[config.mk]
export PLATFORM = sky130hd
export DESIGN_NAME = board_select_ctl
export DESIGN_NICKNAME = d
export VERILOG_FILES = /design/src/rtl/board_pkg.sv /design/src/rtl/board_cell_decode.sv /design/src/rtl/board_select_ctl.sv
export SDC_FILE = /design/constraint.sdc
export NUM_CORES = 1
export LEC_CHECK = 0
export ABC_CLOCK_PERIOD_IN_PS = 4100
export BUFFER_PORTS_ARGS = -buffer_cell sky130_fd_sc_hd__clkbuf_2
export CAP_MARGIN = 20
export CORE_ASPECT_RATIO = 1.1
export CORE_UTILIZATION = 35
export DETAILED_ROUTE_END_ITERATION = 7
export PLACE_DENSITY = 0.64
export RECOVER_POWER = 50
export SYNTH_ARGS = -nofsm -noshare
export SYNTH_HDL_FRONTEND = slang
export SYNTH_HIERARCHICAL = 1
export SYNTH_SLANG_ARGS = --single-unit
[constraint.sdc]
create_clock -name pclk -period 4.1 [get_ports pclk]
set_clock_uncertainty 0.1 [all_clocks]
set_input_delay 0.205 -clock pclk [delete_from_list [all_inputs] [get_ports pclk]]
set_output_delay 0.205 -clock pclk [all_outputs]
set_load 0.02 [all_outputs]
[src/rtl/board_pkg.sv]
// Shared types and constants for the 3x3 board select controller.
package board_pkg;

    localparam int unsigned CELL_CNT   = 9;
    localparam int unsigned CELL_IDX_W = 4;
    localparam int unsigned LINE_CNT   = 8;
    localparam int unsigned POS_W      = 12;

    typedef enum logic [1:0] {
        IDLE  = 2'b00,
        PLAY  = 2'b01,
        CHECK = 2'b10,
        DONE  = 2'b11
    } state_t;

    typedef enum logic [1:0] {
        WIN_NONE = 2'b00,
        WIN_X    = 2'b01,
        WIN_O    = 2'b10,
        WIN_DRAW = 2'b11
    } winner_t;

    // Cell k = row*3 + col; bit0 is top-left.
    localparam logic [LINE_CNT-1:0][CELL_CNT-1:0] LINE_MASK = {
        9'b001_010_100,   // anti-diagonal 2,4,6
        9'b100_010_001,   // diagonal 0,4,8
        9'b100_100_100,   // column 2
        9'b010_010_010,   // column 1
        9'b001_001_001,   // column 0
        9'b111_000_000,   // row 2
        9'b000_111_000,   // row 1
        9'b000_000_111    // row 0
    };

    // True when any of the 8 lines is fully owned in the given board.
    function automatic logic has_line(input logic [CELL_CNT-1:0] board);
        logic r_hit;
        r_hit = 1'b0;
        for (int i = 0; i < int'(LINE_CNT); i++) begin
            if ((board & LINE_MASK[i]) == LINE_MASK[i]) begin
                r_hit = 1'b1;
            end
        end
        return r_hit;
    endfunction

endpackage

[src/rtl/board_cell_decode.sv]
// Combinational map from cursor position to board cell index.
module board_cell_decode
    import board_pkg::*;
#(
    parameter int unsigned X1   = 339,
    parameter int unsigned X2   = 682,
    parameter int unsigned XMAX = 1024,
    parameter int unsigned Y1   = 252,
    parameter int unsigned Y2   = 508,
    parameter int unsigned YMAX = 768
) (
    input  logic [POS_W-1:0]      i_xpos,
    input  logic [POS_W-1:0]      i_ypos,
    output logic [CELL_IDX_W-1:0] o_cell_idx_c,
    output logic                  o_cell_valid_c
);

    logic [1:0] w_col;
    logic [1:0] w_row;
    logic       w_on_board;

    // Column/row bands and on-board qualification.
    always_comb begin
        w_col = 2'd2;
        w_row = 2'd2;
        if (i_xpos < POS_W'(X1)) begin
            w_col = 2'd0;
        end else if (i_xpos < POS_W'(X2)) begin
            w_col = 2'd1;
        end
        if (i_ypos < POS_W'(Y1)) begin
            w_row = 2'd0;
        end else if (i_ypos < POS_W'(Y2)) begin
            w_row = 2'd1;
        end
        w_on_board     = (i_xpos < POS_W'(XMAX)) && (i_ypos < POS_W'(YMAX));
        o_cell_valid_c = w_on_board;
        o_cell_idx_c   = '0;
        if (w_on_board) begin
            o_cell_idx_c = CELL_IDX_W'(w_row) * CELL_IDX_W'(3) + CELL_IDX_W'(w_col);
        end
    end

endmodule

[src/rtl/board_select_ctl.sv]
// Turns mouse clicks into X/O claims on a 3x3 board and tracks win/draw.
module board_select_ctl
    import board_pkg::*;
#(
    parameter int unsigned X1   = 339,
    parameter int unsigned X2   = 682,
    parameter int unsigned XMAX = 1024,
    parameter int unsigned Y1   = 252,
    parameter int unsigned Y2   = 508,
    parameter int unsigned YMAX = 768
) (
    input  logic                pclk,
    input  logic                rst,
    input  logic                start_en,
    input  logic [POS_W-1:0]    mouse_xpos,
    input  logic [POS_W-1:0]    mouse_ypos,
    input  logic                mouse_left,
    output logic [CELL_CNT-1:0] square_x,
    output logic [CELL_CNT-1:0] square_o,
    output logic                turn,
    output logic [1:0]          winner,
    output logic                game_over
);

    state_t                r_state;
    state_t                w_state_nxt;
    logic                  r_sync1;
    logic                  r_sync2;
    logic                  r_prev;
    logic                  w_click;
    logic [CELL_IDX_W-1:0] w_cell_idx;
    logic                  w_cell_valid;
    logic [CELL_CNT-1:0]   w_cell_bit;
    logic                  w_occupied;
    logic                  w_x_line;
    logic                  w_o_line;
    logic                  w_full;
    logic [CELL_CNT-1:0]   w_sq_x_nxt;
    logic [CELL_CNT-1:0]   w_sq_o_nxt;
    logic                  w_turn_nxt;
    logic [1:0]            w_winner_nxt;
    logic                  w_game_over_nxt;

    // Button synchronizer plus edge-detect register.
    always_ff @(posedge pclk) begin
        if (!rst) begin
            r_sync1 <= 1'b0;
            r_sync2 <= 1'b0;
            r_prev  <= 1'b0;
        end else begin
            r_sync1 <= mouse_left;
            r_sync2 <= r_sync1;
            r_prev  <= r_sync2;
        end
    end

    assign w_click = r_sync2 & ~r_prev;

    board_cell_decode #(
        .X1   (X1),
        .X2   (X2),
        .XMAX (XMAX),
        .Y1   (Y1),
        .Y2   (Y2),
        .YMAX (YMAX)
    ) u_decode (
        .i_xpos         (mouse_xpos),
        .i_ypos         (mouse_ypos),
        .o_cell_idx_c   (w_cell_idx),
        .o_cell_valid_c (w_cell_valid)
    );

    assign w_cell_bit = CELL_CNT'(1) << w_cell_idx;
    assign w_occupied = |((square_x | square_o) & w_cell_bit);
    assign w_x_line   = has_line(square_x);
    assign w_o_line   = has_line(square_o);
    assign w_full     = &(square_x | square_o);

    // State and registered outputs.
    always_ff @(posedge pclk) begin
        if (!rst) begin
            r_state   <= IDLE;
            square_x  <= '0;
            square_o  <= '0;
            turn      <= 1'b0;
            winner    <= WIN_NONE;
            game_over <= 1'b0;
        end else begin
            r_state   <= w_state_nxt;
            square_x  <= w_sq_x_nxt;
            square_o  <= w_sq_o_nxt;
            turn      <= w_turn_nxt;
            winner    <= w_winner_nxt;
            game_over <= w_game_over_nxt;
        end
    end

    // Next state and next output values.
    always_comb begin
        w_state_nxt     = r_state;
        w_sq_x_nxt      = square_x;
        w_sq_o_nxt      = square_o;
        w_turn_nxt      = turn;
        w_winner_nxt    = winner;
        w_game_over_nxt = game_over;

        case (r_state)
            IDLE: begin
                if (start_en) begin
                    w_state_nxt = PLAY;
                end
            end
            PLAY: begin
                if (!start_en) begin
                    w_state_nxt = IDLE;
                end else if (w_click && w_cell_valid && !w_occupied) begin
                    if (!turn) begin
                        w_sq_x_nxt = square_x | w_cell_bit;
                    end else begin
                        w_sq_o_nxt = square_o | w_cell_bit;
                    end
                    w_turn_nxt  = ~turn;
                    w_state_nxt = CHECK;
                end
            end
            CHECK: begin
                if (!start_en) begin
                    w_state_nxt = IDLE;
                end else if (w_x_line) begin
                    w_winner_nxt    = WIN_X;
                    w_game_over_nxt = 1'b1;
                    w_state_nxt     = DONE;
                end else if (w_o_line) begin
                    w_winner_nxt    = WIN_O;
                    w_game_over_nxt = 1'b1;
                    w_state_nxt     = DONE;
                end else if (w_full) begin
                    w_winner_nxt    = WIN_DRAW;
                    w_game_over_nxt = 1'b1;
                    w_state_nxt     = DONE;
                end else begin
                    w_state_nxt = PLAY;
                end
            end
            DONE: begin
                if (!start_en) begin
                    w_state_nxt = IDLE;
                end
            end
            default: begin
                w_state_nxt = IDLE;
            end
        endcase

        // Entering or staying in IDLE always presents a cleared board.
        if (w_state_nxt == IDLE) begin
            w_sq_x_nxt      = '0;
            w_sq_o_nxt      = '0;
            w_turn_nxt      = 1'b0;
            w_winner_nxt    = WIN_NONE;
            w_game_over_nxt = 1'b0;
        end
    end

endmodule

; Yosys cells after proc, flatten, opt, wreduce, memory -nomap -nowiden
; Cells that the tools add are included.
[totals]
output_inout_bits = 22
register_bits = 27
wordCells = 95
inputBits = 28
[classes]
order_cmp = 6
multipliers = 1
reduce_logical = 14
n_shift = 1
addsub = 1
n_bitwise = 8
eq_ne = 19
n_mux = 36
[op_table]
columns = op, n
row1 = $eq A3 B3 Y1 const B, 16
row2 = $mux W2, 15
row3 = $or A9 B9 Y9, 3
row4 = $lt A12 B10 Y1 const B, 2
row5 = $lt A12 B9 Y1 const B, 2
row6 = $mux W1, 19
row7 = $lt A12 B11 Y1 const B, 1
row8 = $lt A12 B8 Y1 const B, 1
row9 = $and A9 B9 Y9, 1
row10 = $reduce_and A9 Y1, 1
row11 = $reduce_or A9 Y1, 1
row12 = $shl A1 B4 Y9 const A, 1
row13 = $pmux W2 S4, 1
row14 = $reduce_and A4 Y1, 2
row15 = $reduce_and A3 Y1, 2
row16 = $add A4 B2 Y4, 1
row17 = $eq A2 B2 Y1 const B, 2
row18 = $logic_not A2 Y1, 2
row19 = $mul A2 B2 Y4 const B, 1
row20 = $mux W4, 1
row21 = $logic_and A1 B1 Y1, 3
row22 = $not A1 Y1, 3
row23 = $reduce_bool A3 Y1, 1
row24 = $eq A2 B1 Y1 const B, 1
row25 = other kinds (3), 3

; Longest topological paths before layout
; Gate-level depths: netlist of the first run.
[depth]
ltp_word = 16
ltp_mapped = 15
mapped_depth_nobuf = 14

; Cells and area by module
; Netlist of the first run, hierarchy kept.
[by_module_without_submodules]
columns = mod, area_each_um2, cells_per_inst, n_inst, seq_area_each_um2
row1 = board_select_ctl, 1237.4, 145, 1, 540.5
row2 = board_cell_decode, 254.0, 38, 1, 0.0

; Least setup slack after synthesis of the first run
; Ideal clock, no wire load.
[synth_path]
path_type = input -> register
startpoint = input port mouse_ypos[5]
endpoint = register square_x[7]
n_path_buf = 1
setup_time_ps = 87
required_time_ps = 3913
slack_ps = 303
stages = 15
arrival_time_ps = 3609
cell_sequence = nand4_1 > or3_1 > a21oi_1 > fa_1 > ha_1 > inv_1 > fa_1 > nor2_1 > or3b_2 > a211oi_1 > nor4_1 > nand3_1 > or2_2 > buf_6 > o31ai_1
[synth_via]
elab_chain_cells = 16
word_cells_on_any_way = 22
classes_between = 1 x add/sub / 1 x mul / 3 x order compare / 1 x shift / 6 x mux / 2 x bitwise / 8 x reduce/logical
[synth_lines]
columns = element, line_no
row1 = start: declaration, board_select_ctl.sv:16  ; input logic [POS_W-1:0] mouse_ypos,
row2 = $lt A12 B9 Y1, board_cell_decode.sv:33  ; end else if (i_ypos < POS_W'(Y2)) begin
row3 = $mux W2, board_cell_decode.sv:33
row4 = $mux W2, board_cell_decode.sv:31  ; if (i_ypos < POS_W'(Y1)) begin
row5 = $mul A2 B2 Y4, board_cell_decode.sv:40  ; o_cell_idx_c = CELL_IDX_W'(w_row) * CELL_IDX_W'(3) + CELL_IDX_W'(w_col);
row6 = $add A4 B2 Y4, board_cell_decode.sv:40
row7 = $mux W4 (*), board_cell_decode.sv:39  ; if (w_on_board) begin
row8 = net w_cell_idx[2], board_select_ctl.sv:31  ; logic [CELL_IDX_W-1:0] w_cell_idx;
row9 = $shl A1 B4 Y9 (*), board_select_ctl.sv:73  ; assign w_cell_bit = CELL_CNT'(1) << w_cell_idx;
row10 = $and A9 B9 Y9, board_select_ctl.sv:74  ; assign w_occupied = |((square_x | square_o) & w_cell_bit);
row11 = $reduce_or A9 Y1, board_select_ctl.sv:74
row12 = $logic_not A1 Y1, board_select_ctl.sv:116  ; end else if (w_click && w_cell_valid && !w_occupied) begin
row13 = $logic_and A1 B1 Y1, board_select_ctl.sv:116
row14 = $mux W2, board_select_ctl.sv:116
row15 = $mux W2, board_select_ctl.sv:114  ; if (!start_en) begin
row16 = $pmux W2 S4, board_select_ctl.sv:107  ; case (r_state)
row17 = $logic_not A2 Y1, board_select_ctl.sv:156  ; if (w_state_nxt == IDLE) begin
row18 = $reduce_or A2 Y1 (no source line), -
row19 = end signal: assignment, board_select_ctl.sv:90  ; square_x <= w_sq_x_nxt;
row20 = end: declaration, board_select_ctl.sv:18  ; output logic [CELL_CNT-1:0] square_x,
; The timed path passes the listed nets; every way through them passes the cells marked *.
; A chain may end at the register's enable or synchronous reset.

; Worst setup path in the final report of the first run
; Ends and elaborated chain as after synthesis.

==> qor.yml, run 1 <==
critical_path:
  path_max_fanout: 10
  start_kind: "primary input"
  slowest_delay_ps: 460
  arrival_ps: 3810
  path_cells: "clkbuf_2, nand4_1, or3_1, a21oi_1, fa_1, ha_1, inv_1, fa_1, nor2_1, buf_4, nor4b_1, o21a_1, a211oi_1, buf_4, nand3_1, or2_2, o31ai_1"
  crit_path_end_kind: "register"
  worstPathRequired_ps: 4190
  ff2ff_setup_slack_ps: 1780
  crit_slowest_cell: "fa_1"
  path_class: "in -> reg"
power:
  internal_power_uw: 351
  p_per_area_nw_per_um2: 249
  peakVddDrop_mv: 0.110
  combinationalPowerShare_pct: 8.5
  seqPwrFrac_pct: 57.6
  clock_power_share_pct: 33.9
  netSwitchingPower_uw: 108
  p_leak_nw: 0.678
  swShare_pct: 23.5
layout:
  syn_to_final_growth_pct: 23.6
  fillers: 456
  drive_gt1_share_pct: 20.4
  diodes: 0
  finalNetCount: 268
placed_design:
  io_buffer_count: 47
  place_ws_ps: 93.0
  place.gp.congestion: 0.770
  dp.final_hpwl_um: 2760
yosys:
  synthCells: 183
  synth_seq_area_share_pct: 36.2
  synth_area_leader_cell: "dfxtp_1"
  synth_area_leaders: "dfxtp_1 36%, o21ai_0 7.0%, nand2_1 6.5%"
  yosys-top-cells-count: "27 x dfxtp_1, 26 x nand2_1, 21 x o21ai_0"
  synth.distinct_cells: 46
  synth_edf_count: 0
  yosysMostFrequentCell: "dfxtp_1"
  ys_warn_count: 6
  synth_top_area_share_pct: 36.2
  synth-main-ff-cell: "dfxtp_1"
  avgSynthCellArea_sq_um: 8.15
  ys_ff_latch: 27
  syn_area_sq_um: 1490
  synthesis.nets: 215
  async_flop_share_pct: 0
sta:
  fin_crit_sh_pct: 90.8
  report.final.slew_viol_count: 0
  fin_ws_ps: 379
  post-route-min-period_ps: 3720
  worst_slew_pin_slew_ps: 719
  hold_violations: 0
  rsz0062_at_grt: "no"
  fin_tns_setup_ps: 0
  final-setup-viol-count: 0
  max_freq_mhz: 269
  relSlewSlack_pct: 52.0
clocking:
  cts_buffer_depth: 2
  clk_pin_slew_ps: 100
  htreeDepth: 1
  cts_root_buf: "clkbuf_8"
  cts_tree: "built"
  cts_buffers: 3
  clkSinkCount: 27
  insertion_delay_ps: 270
drt:
  ant_nets: 0
  drc_errors: 0
  first_iter_violations: 118
  finalWirelength_um: 3670
  viasPerCell: 5.34
  vias: 1532
  wire_per_inst_um: 12.8
  firstDrtPassIters: 4
floorplanning:
  initial_utilization_pct: 37.1
  die-width_um: 64.2
  fp.dieH_um: 70.5
  io_pins: 50
  fp.dieArea_sq_um: 4530
  core_sq_um: 4020
  num_rows: 24
flow_run:
  drv_cap: 0
global_routing:
  grt_use_met1_pct: 21.0
  grt_overflow: 0
  grt_max_degree: 23
  met3_usage_pct: 3.27
  grt_pass1_wl_um: 6200
  grt_usage_pct: 17.0
  grt_use_met2_pct: 29.8
  grt_pass1_vias: 1403
  grt_antenna_before_repair: 0
  top_usage_layer: "met2"
status:
  outcome: "complete, no violations"
hold_path:
  worstHoldPathType: "in -> reg"
## per-layer routing
metal	part of all wire [%]	wire length, um
met4	0.74	27
met2	46	1690
met3	5.0	182
met5	0	0
met1	48	1780
## power groups by stage
stage	combinational, mW	clock, mW	sequential (mW)
floorplan	0.0195	0	0.271
global placement	0.0377	0	0.271
detailed placement	0.0383	0	0.271
CTS	0.0384	0.163	0.265
global route	0.0447	0.172	0.265
finish	0.0391	0.156	0.265
## layout make-up
type	count	area (sq um)	area share (%)
inverters	6	22.5	1.22
repair buffers	54	264	14.3
clock inverters	1	7.51	0.407
flip-flops and latches	27	541	29.3
multi-input cells	144	902	48.9
well taps	52	65.1	3.53
clock buffers	3	41.3	2.24
## timing repair
action	4_1_cts	5_1_grt
hold buffers	0	0
setup endpoints to repair	0	2
buffers inserted	0	0
gates resized for setup	0	1
## placed cells by master, fill, tap and decap left out, types with 4 or more instances in the layout
cell type / count
nand3_1: 5
a21oi_1: 5
clkbuf_1: 22
clkbuf_2: 25
nand2_1: 26
a22o_1: 8
or3_1: 4
inv_1: 6
dfxtp_1: 27
buf_4: 6
and2_1: 5
nor2_1: 17
o21ai_0: 21
## stage by stage
step | power [mW] | std cells | utilization, % | hold WS, ps | instance area (sq um)
6_report | 0.459 | 287 | 45.8 | 29.0 | 1840
5_1_grt | 0.481 | 287 | 45.8 | 26.9 | 1840
4_1_cts | 0.467 | 286 | 46.1 | 18.8 | 1850
3_5_place_dp | 0.309 | 282 | 44.8 | 316 | 1800
3_3_place_gp | 0.308 | 282 | 44.8 | 310 | 1800
2_1_floorplan | 0.290 | 183 | - | 227 | 1490
## state kept, by name, indices dropped and copies added (netlist names)
name	count
square_x	9
r_sync2	1
game_over	1
r_state	2
turn	1
r_sync1	1
square_o	9
winner	2
r_prev	1
## logic make-up after synthesis
| kind of cell | synth area share [%] |
|---|---|
| buffers and inverters | 3.69 |
| AOI/OAI and AO/OA | 25.2 |
| DFF | 36.2 |
| adders and majority gates | 4.36 |
| and+or+nand+nor | 30.5 |
## worst paths after layout
path,start,endpoint,cells past startpoint
max,mouse_ypos[5],square_x[7],17
min,mouse_left,r_sync1,2
max reg2reg,square_o[8],winner[1],6
min reg2reg,r_sync1,r_sync2,1
## critical path, delay by kind of cell
family | cells | cell delay [ps]
and+or+nand+nor | 6 | 1240
AOI/OAI and AO/OA | 4 | 830
adders and majority gates | 3 | 1070
buffers and inverters | 4 | 480
(Power assumes the default switching activity.)
==> run 2, diff against run 1 <==
--- a/config.mk
+++ b/config.mk
@@ -5,13 +5,14 @@
 export SDC_FILE = /design/constraint.sdc
 export NUM_CORES = 1
 export LEC_CHECK = 0
-export ABC_CLOCK_PERIOD_IN_PS = 4100
+export ABC_AREA = 1
+export ABC_CLOCK_PERIOD_IN_PS = 3800
 export BUFFER_PORTS_ARGS = -buffer_cell sky130_fd_sc_hd__clkbuf_2
 export CAP_MARGIN = 20
 export CORE_ASPECT_RATIO = 1.1
 export CORE_UTILIZATION = 35
 export DETAILED_ROUTE_END_ITERATION = 7
-export PLACE_DENSITY = 0.64
+export PLACE_DENSITY = 0.63
 export RECOVER_POWER = 50
 export SYNTH_ARGS = -nofsm -noshare
 export SYNTH_HDL_FRONTEND = slang
==> constraint.sdc (replaced) <==
create_clock -name pclk -period 3.8 [get_ports pclk]
set_clock_uncertainty 0.1 [all_clocks]
set_input_delay 0.19 -clock pclk [delete_from_list [all_inputs] [get_ports pclk]]
set_output_delay 0.19 -clock pclk [all_outputs]
set_load 0.02 [all_outputs]
==> run 2 against run 1 <==
Core utilization down 2.3 points; worst setup slack better by 110 ps; die area is 14% higher; largest cell class unchanged; critical path type unchanged; power rose by 8.2%.
==> qor.yml, run 2 <==
critical_path:
  slowest_delay_ps: 470  # about the same
  cp.depth: 18  # +1
  path_max_fanout: 16  # +6
  r2r-start: "square_x[0]"
  crit_top_cell: "nor2_1"
  start_kind: "primary input"
  path_cells: "clkbuf_2, nor3_1, nand2_1, nor2_1, fa_1, ha_1, inv_1, fa_1, nor2_1, nor2_1, nand3_1, nand2_1, nor2_1, nand2_1, nor2_2, buf_4, nand4_1, a21oi_1"
  worstPathRequired_ps: 3890  # -300 ps
  crit_slowest_cell: "fa_1"
  critical-path-top-delay-family: "simple AND/OR/NAND/NOR gates"
  path_class: "in -> reg"
  arrival_ps: 3400  # -410 ps
  crit_buf_inv: 3  # -1
  crit_path_end_kind: "register"
  critPathLaunch: "mouse_ypos[9]"
  reg2regPathDepth: 10  # +4
power:
  p_leak_nw: 0.979  # +44%
  p_per_area_nw_per_um2: 246  # -1.5%
  peakVddDrop_mv: 0.267  # +140%
global_routing:
  grt_pass1_vias: 1654  # +18%
  grt_pass1_wl_um: 6540  # +5.4%
  grt_overflow: 0  # unchanged
  grt_usage_pct: 16.5  # -0.44 points
  grt_max_degree: 23  # unchanged
  grt_antenna_before_repair: 0  # unchanged
layout:
  syn_to_final_growth_pct: 18.7
  diodes: 0  # unchanged
  drive_gt1_share_pct: 11.5  # -8.9 points
  finalNetCount: 371  # +38%
  layout_commonest_cell: "nand2_1"
  top_regs: "square_o (9), square_x (9)"
  final_cell_mix: "81 x nand2_1, 53 x inv_1, 38 x nor2_1"
yosys:
  synthCells: 289  # +58%
  synth_seq_area_share_pct: 31.7  # -4.5 points
  synthesis.nets: 321  # +49%
  synth-main-ff-cell: "dfxtp_1"
  synth_top_area_share_pct: 31.7  # -4.5 points
  ys_ff_latch: 27  # unchanged
  yosysMostFrequentCell: "nand2_1"
  synth_edf_count: 0  # unchanged
  yosys-top-cells-count: "81 x nand2_1, 53 x inv_1, 38 x nor2_1"
  synth.distinct_cells: 20  # -57%
  synth_area_leaders: "dfxtp_1 32%, nand2_1 18%, inv_1 12%"
  avgSynthCellArea_sq_um: 5.90  # -28%
  ys_warn_count: 6  # unchanged
  async_flop_share_pct: 0  # unchanged
  synth_area_leader_cell: "dfxtp_1"
  syn_area_sq_um: 1710  # +14%
placed_design:
  dp.final_hpwl_um: 3310  # +20%
  io_buffer_count: 47  # unchanged
  place.gp.congestion: 0.882  # +15%
sta:
  relSlewSlack_pct: 52.5  # +0.48 points
  fin_crit_sh_pct: 87.0
  post-route-min-period_ps: 3310
  worst_slew_pin_slew_ps: 711  # -8.90 ps
  holdWs_ps: 80.9  # +51.9 ps
  fin_tns_setup_ps: 0  # unchanged
  hold_violations: 0  # unchanged
  max_freq_mhz: 302
  report.final.slew_viol_count: 0  # unchanged
  final-setup-viol-count: 0  # unchanged
  rsz0062_at_grt: "no"
drt:
  ant_nets: 0  # unchanged
  finalWirelength_um: 4050  # +10%
  first_iter_violations: 73  # -38%
  firstDrtPassIters: 4  # unchanged
  vias: 1856  # +21%
  drc_errors: 0  # unchanged
  wire_per_inst_um: 10.3  # -20%
  viasPerCell: 4.71  # -12%
clocking:
  cts_buffer_depth: 2  # unchanged
  clkSinkCount: 27  # unchanged
  cts_resized: 0  # unchanged
  insertion_delay_ps: 270  # about the same
  cts_hold_buf: 1  # +1
  cts_setup_buffers: 0  # unchanged
  cts_buffers: 3  # unchanged
  cts_root_buf: "clkbuf_8"
  cts_tree: "built"
  clk_pin_slew_ps: 90  # about the same
  htreeDepth: 1  # unchanged
floorplanning:
  io_pins: 50  # unchanged
  core_sq_um: 4650  # +16%
  initial_utilization_pct: 36.7  # -0.41 points
  die-width_um: 68.6  # +6.7%
  num_rows: 26  # +8.3%
  fp.dieArea_sq_um: 5160  # +14%
  fp.dieH_um: 75.2  # +6.7%
hold_path:
  hp-start: "rst"
  worst_hold_path.num_cells: 3  # +1
  worstHoldPathType: "in -> reg"
status:
  outcome: "complete, no violations"
flow_run:
  drv_cap: 0  # unchanged
-- run 2: changes by cell type in the layout (fill, tap and decap cells not counted), moves of 12 or more --
cell / before / now
nand3_1: 5 / 23
nand2_1: 26 / 81
a21oi_1: 5 / 22
nor2_1: 17 / 38
inv_1: 6 / 53
o21ai_0: 21 / 9
-- run 2: final timing paths --
path | endpoint | slack [ps]
setup reg to reg | square_x[3] | 2080
hold reg to reg | r_sync2 | 320
hold / removal | r_sync1 | 80
setup / recovery | square_x[3] | 490
-- run 2: cells by family after synthesis --
group	after synthesis	share of synthesized area, %
buffers and inverters	63	14.5
DFF	27	31.7
adders and majority gates	4	3.81
AOI/OAI and AO/OA	32	9.39
and+or+nand+nor	163	40.6
-- run 2: routing by layer --
layer,track usage [%],wire length (um),vias up
li1,-,-,990
met2,28.5,1860,49
met1,20.7,1930,809
met4,4.86,50,0
met5,0,0,-
met3,3.03,213,8
-- run 2: per-stage QoR --
stage / std cells / setup WS [ps] / instance area (sq um) / power (mW) / utilization, %
6_report: 394 / 492 / 2020 / 0.497 / 43.5
3_3_place_gp: 389 / 276 / 2000 / 0.342 / 42.9
2_1_floorplan: 289 / 765 / 1710 / 0.321 / -
4_1_cts: 394 / 475 / 2050 / 0.502 / 44.1
3_5_place_dp: 389 / 200 / 2000 / 0.344 / 42.9
5_1_grt: 394 / 179 / 2020 / 0.524 / 43.5
-- run 2: worst reg2reg max path: cells and delay by family, from the launching register on --
family | cells | cell delay (ps)
AOI/OAI and AO/OA | 1 | 140
and+or+nand+nor | 7 | 700
DFF | 1 | 340
buffers and inverters | 2 | 350
-- run 2: where the power goes --
| part | switching, mW | internal (mW) | leakage (nW) |
|---|---|---|---|
| registers | 0.000843 | 0.285 | 0.218 |
| logic | 0.0313 | 0.0208 | 0.738 |
| clock network | 0.0847 | 0.0750 | 0.0228 |
-- run 2: cell type report --
class | instances | area [sq um]
fill | 516 | 2630
multi-input combinational | 199 | 917
sequential | 27 | 541
timing repair buffer | 50 | 234
inverter | 58 | 218
tap | 56 | 70.1
clock buffer | 4 | 45.0
==> run 3, diff against run 2 <==
--- a/config.mk
+++ b/config.mk
@@ -10,6 +10,7 @@
 export BUFFER_PORTS_ARGS = -buffer_cell sky130_fd_sc_hd__clkbuf_2
 export CAP_MARGIN = 20
 export CORE_ASPECT_RATIO = 1.1
+export CORE_MARGIN = 3
 export CORE_UTILIZATION = 35
 export DETAILED_ROUTE_END_ITERATION = 7
 export PLACE_DENSITY = 0.63
==> run 3 against run 2 <==
Global-route usage decreased by 1.0 points; clock-buffer cell count decreased by 1; combinational power decreased by 2%; wire length increased by 3.1%; flip-flop and latch count unchanged; sequential power about the same; design area increased by 0.31%; worst setup slack improved by 15 ps; first-iteration DRC count decreased by 1.4%; non-clock buffer count decreased by 1; critical endpoint is now square_x[8]; hold slack got worse by 16 ps.
==> qor.yml, run 3 (synthesis results as in run 2) <==
status:
  outcome: "complete, no violations"
floorplanning:
  io_pins: 50  # unchanged
  fp.dieArea_sq_um: 5750  # +11%
  core_sq_um: 4680  # +0.70%
  die-width_um: 72.6  # +5.8%
  initial_utilization_pct: 36.4  # -0.25 points
  fp.dieH_um: 79.2  # +5.3%
  num_rows: 26  # unchanged
sta:
  hold_violations: 0  # unchanged
  max_freq_mhz: 304  # +0.46%
  report.final.slew_viol_count: 0  # unchanged
  final-setup-viol-count: 0  # unchanged
  post-route-min-period_ps: 3290  # -15.0 ps
  worst_slew_pin_slew_ps: 712  # +1.15 ps
  fin_crit_sh_pct: 86.7  # -0.39 points
  fin_tns_setup_ps: 0  # unchanged
  rsz0062_at_grt: "no"
  relSlewSlack_pct: 52.4  # -0.077 points
global_routing:
  grt_pass1_vias: 1691  # +2.2%
  grt_overflow: 0  # unchanged
  grt_usage_pct: 15.5  # -1.0 points
  grt_pass1_wl_um: 7220  # +10%
  grt_max_degree: 23  # unchanged
  grt_antenna_before_repair: 0  # unchanged
layout:
  finalNetCount: 370  # -0.27%
  postLayoutCoreUtil_pct: 43.3  # -0.17 points
  drive_gt1_share_pct: 11.6  # +0.034 points
  top_regs: "square_o (9), square_x (9)"
  syn_to_final_growth_pct: 19.1
  final_cell_mix: "81 x nand2_1, 53 x inv_1, 38 x nor2_1"
  layout_commonest_cell: "nand2_1"
  diodes: 0  # unchanged
drt:
  finalWirelength_um: 4170  # +3.1%
  ant_nets: 0  # unchanged
  wl_met1_um: 1890  # -2.2%
  wl_met2_um: 1920  # +3.4%
  firstDrtPassIters: 4  # unchanged
  met3_length_um: 326  # +53%
  highest_layer: "met4"
  drc_errors: 0  # unchanged
  vias: 1827  # -1.6%
  wire_per_inst_um: 10.6  # +3.3%
  viasPerCell: 4.65  # -1.3%
  first_iter_violations: 72  # -1.4%
clocking:
  htreeDepth: 1  # unchanged
  clkSinkCount: 27  # unchanged
  cts_buffer_depth: 2  # unchanged
  insertion_delay_ps: 280  # about the same
  cts_setup_buffers: 0  # unchanged
  cts_buffers: 3  # unchanged
  clk_pin_slew_ps: 90  # about the same
  cts_root_buf: "clkbuf_8"
  cts_tree: "built"
placed_design:
  place.gp.congestion: 0.897  # +1.7%
  dp.final_hpwl_um: 3340  # +0.75%
  io_buffer_count: 47  # unchanged
critical_path:
  path_max_fanout: 15  # -1
  start_kind: "primary input"
  path_class: "in -> reg"
  arrival_ps: 3390  # about the same
  critPathLaunch: "mouse_ypos[9]"
  r2r-start: "square_x[0]"
  crit_path_end_kind: "register"
  worstPathRequired_ps: 3900  # about the same
power:
  finalPower_uw: 500  # +0.65%
  peakVddDrop_mv: 0.231  # -13%
  p_per_area_nw_per_um2: 246  # +0.34%
  p_leak_nw: 0.979  # about the same
hold_path:
  hp-start: "rst"
  worstHoldPathType: "in -> reg"
flow_run:
  drv_cap: 0  # unchanged
## run 3: critical path, cell delays in order
cell	delay, ps
clkbuf_2	100
nor3_1	190
nand2_1	140
nor2_1	200
fa_1	450
ha_1	210
inv_1	60
fa_1	400
nor2_1	270
nor2_1	160
nand3_1	110
nand2_1	60
nor2_1	90
nand2_1	70
nor2_2	270
buf_12	180
nand4_1	100
a21oi_1	150
## run 3: power by group
part / total, mW / switching (mW) / internal (mW)
logic: 0.0510 / 0.0304 / 0.0205
registers: 0.285 / 0.000800 / 0.285
clock network: 0.164 / 0.0904 / 0.0736
## run 3: layout make-up
class,count,area [sq um]
Clock inverter,1,5.00
Timing Repair Buffer,49,239
Tap cell,56,70.1
Sequential cell,27,541
Inverter,58,218
Fill cell,532,2650
Multi-Input combinational cell,199,917
Clock buffer,3,41.3
## run 3: final timing paths
| path | to | slack (ps) | depth (start not counted) |
|---|---|---|---|
| min reg2reg | r_sync2 | 320 | 2 |
| max reg2reg | square_x[8] | 2070 | 10 |
| min | r_sync2 | 70 | 3 |
| max | square_x[8] | 510 | 18 |
## run 3: routing by layer
metal,global-route usage (%),vias to the layer above
met1,20.4,778
met2,25.7,52
li1,-,993
met3,3.04,4
met5,0,-
met4,4.06,0
## run 3: repair_timing
| item | CTS | global route |
|---|---|---|
| hold endpoints to repair | 1 | 0 |
| hold buffers | 1 | 0 |
| setup endpoints to repair | 0 | 0 |
| gates resized for setup | 0 | 0 |
## run 3: through the flow
step	worst slack, ps	area, sq um	hold slack, ps	std cells
2_1_floorplan	765	1710	183	289
3_3_place_gp	270	2000	273	388
3_5_place_dp	206	2000	278	388
4_1_cts	486	2060	56.5	393
5_1_grt	77.4	2030	81.8	393
6_report	507	2030	65.2	393
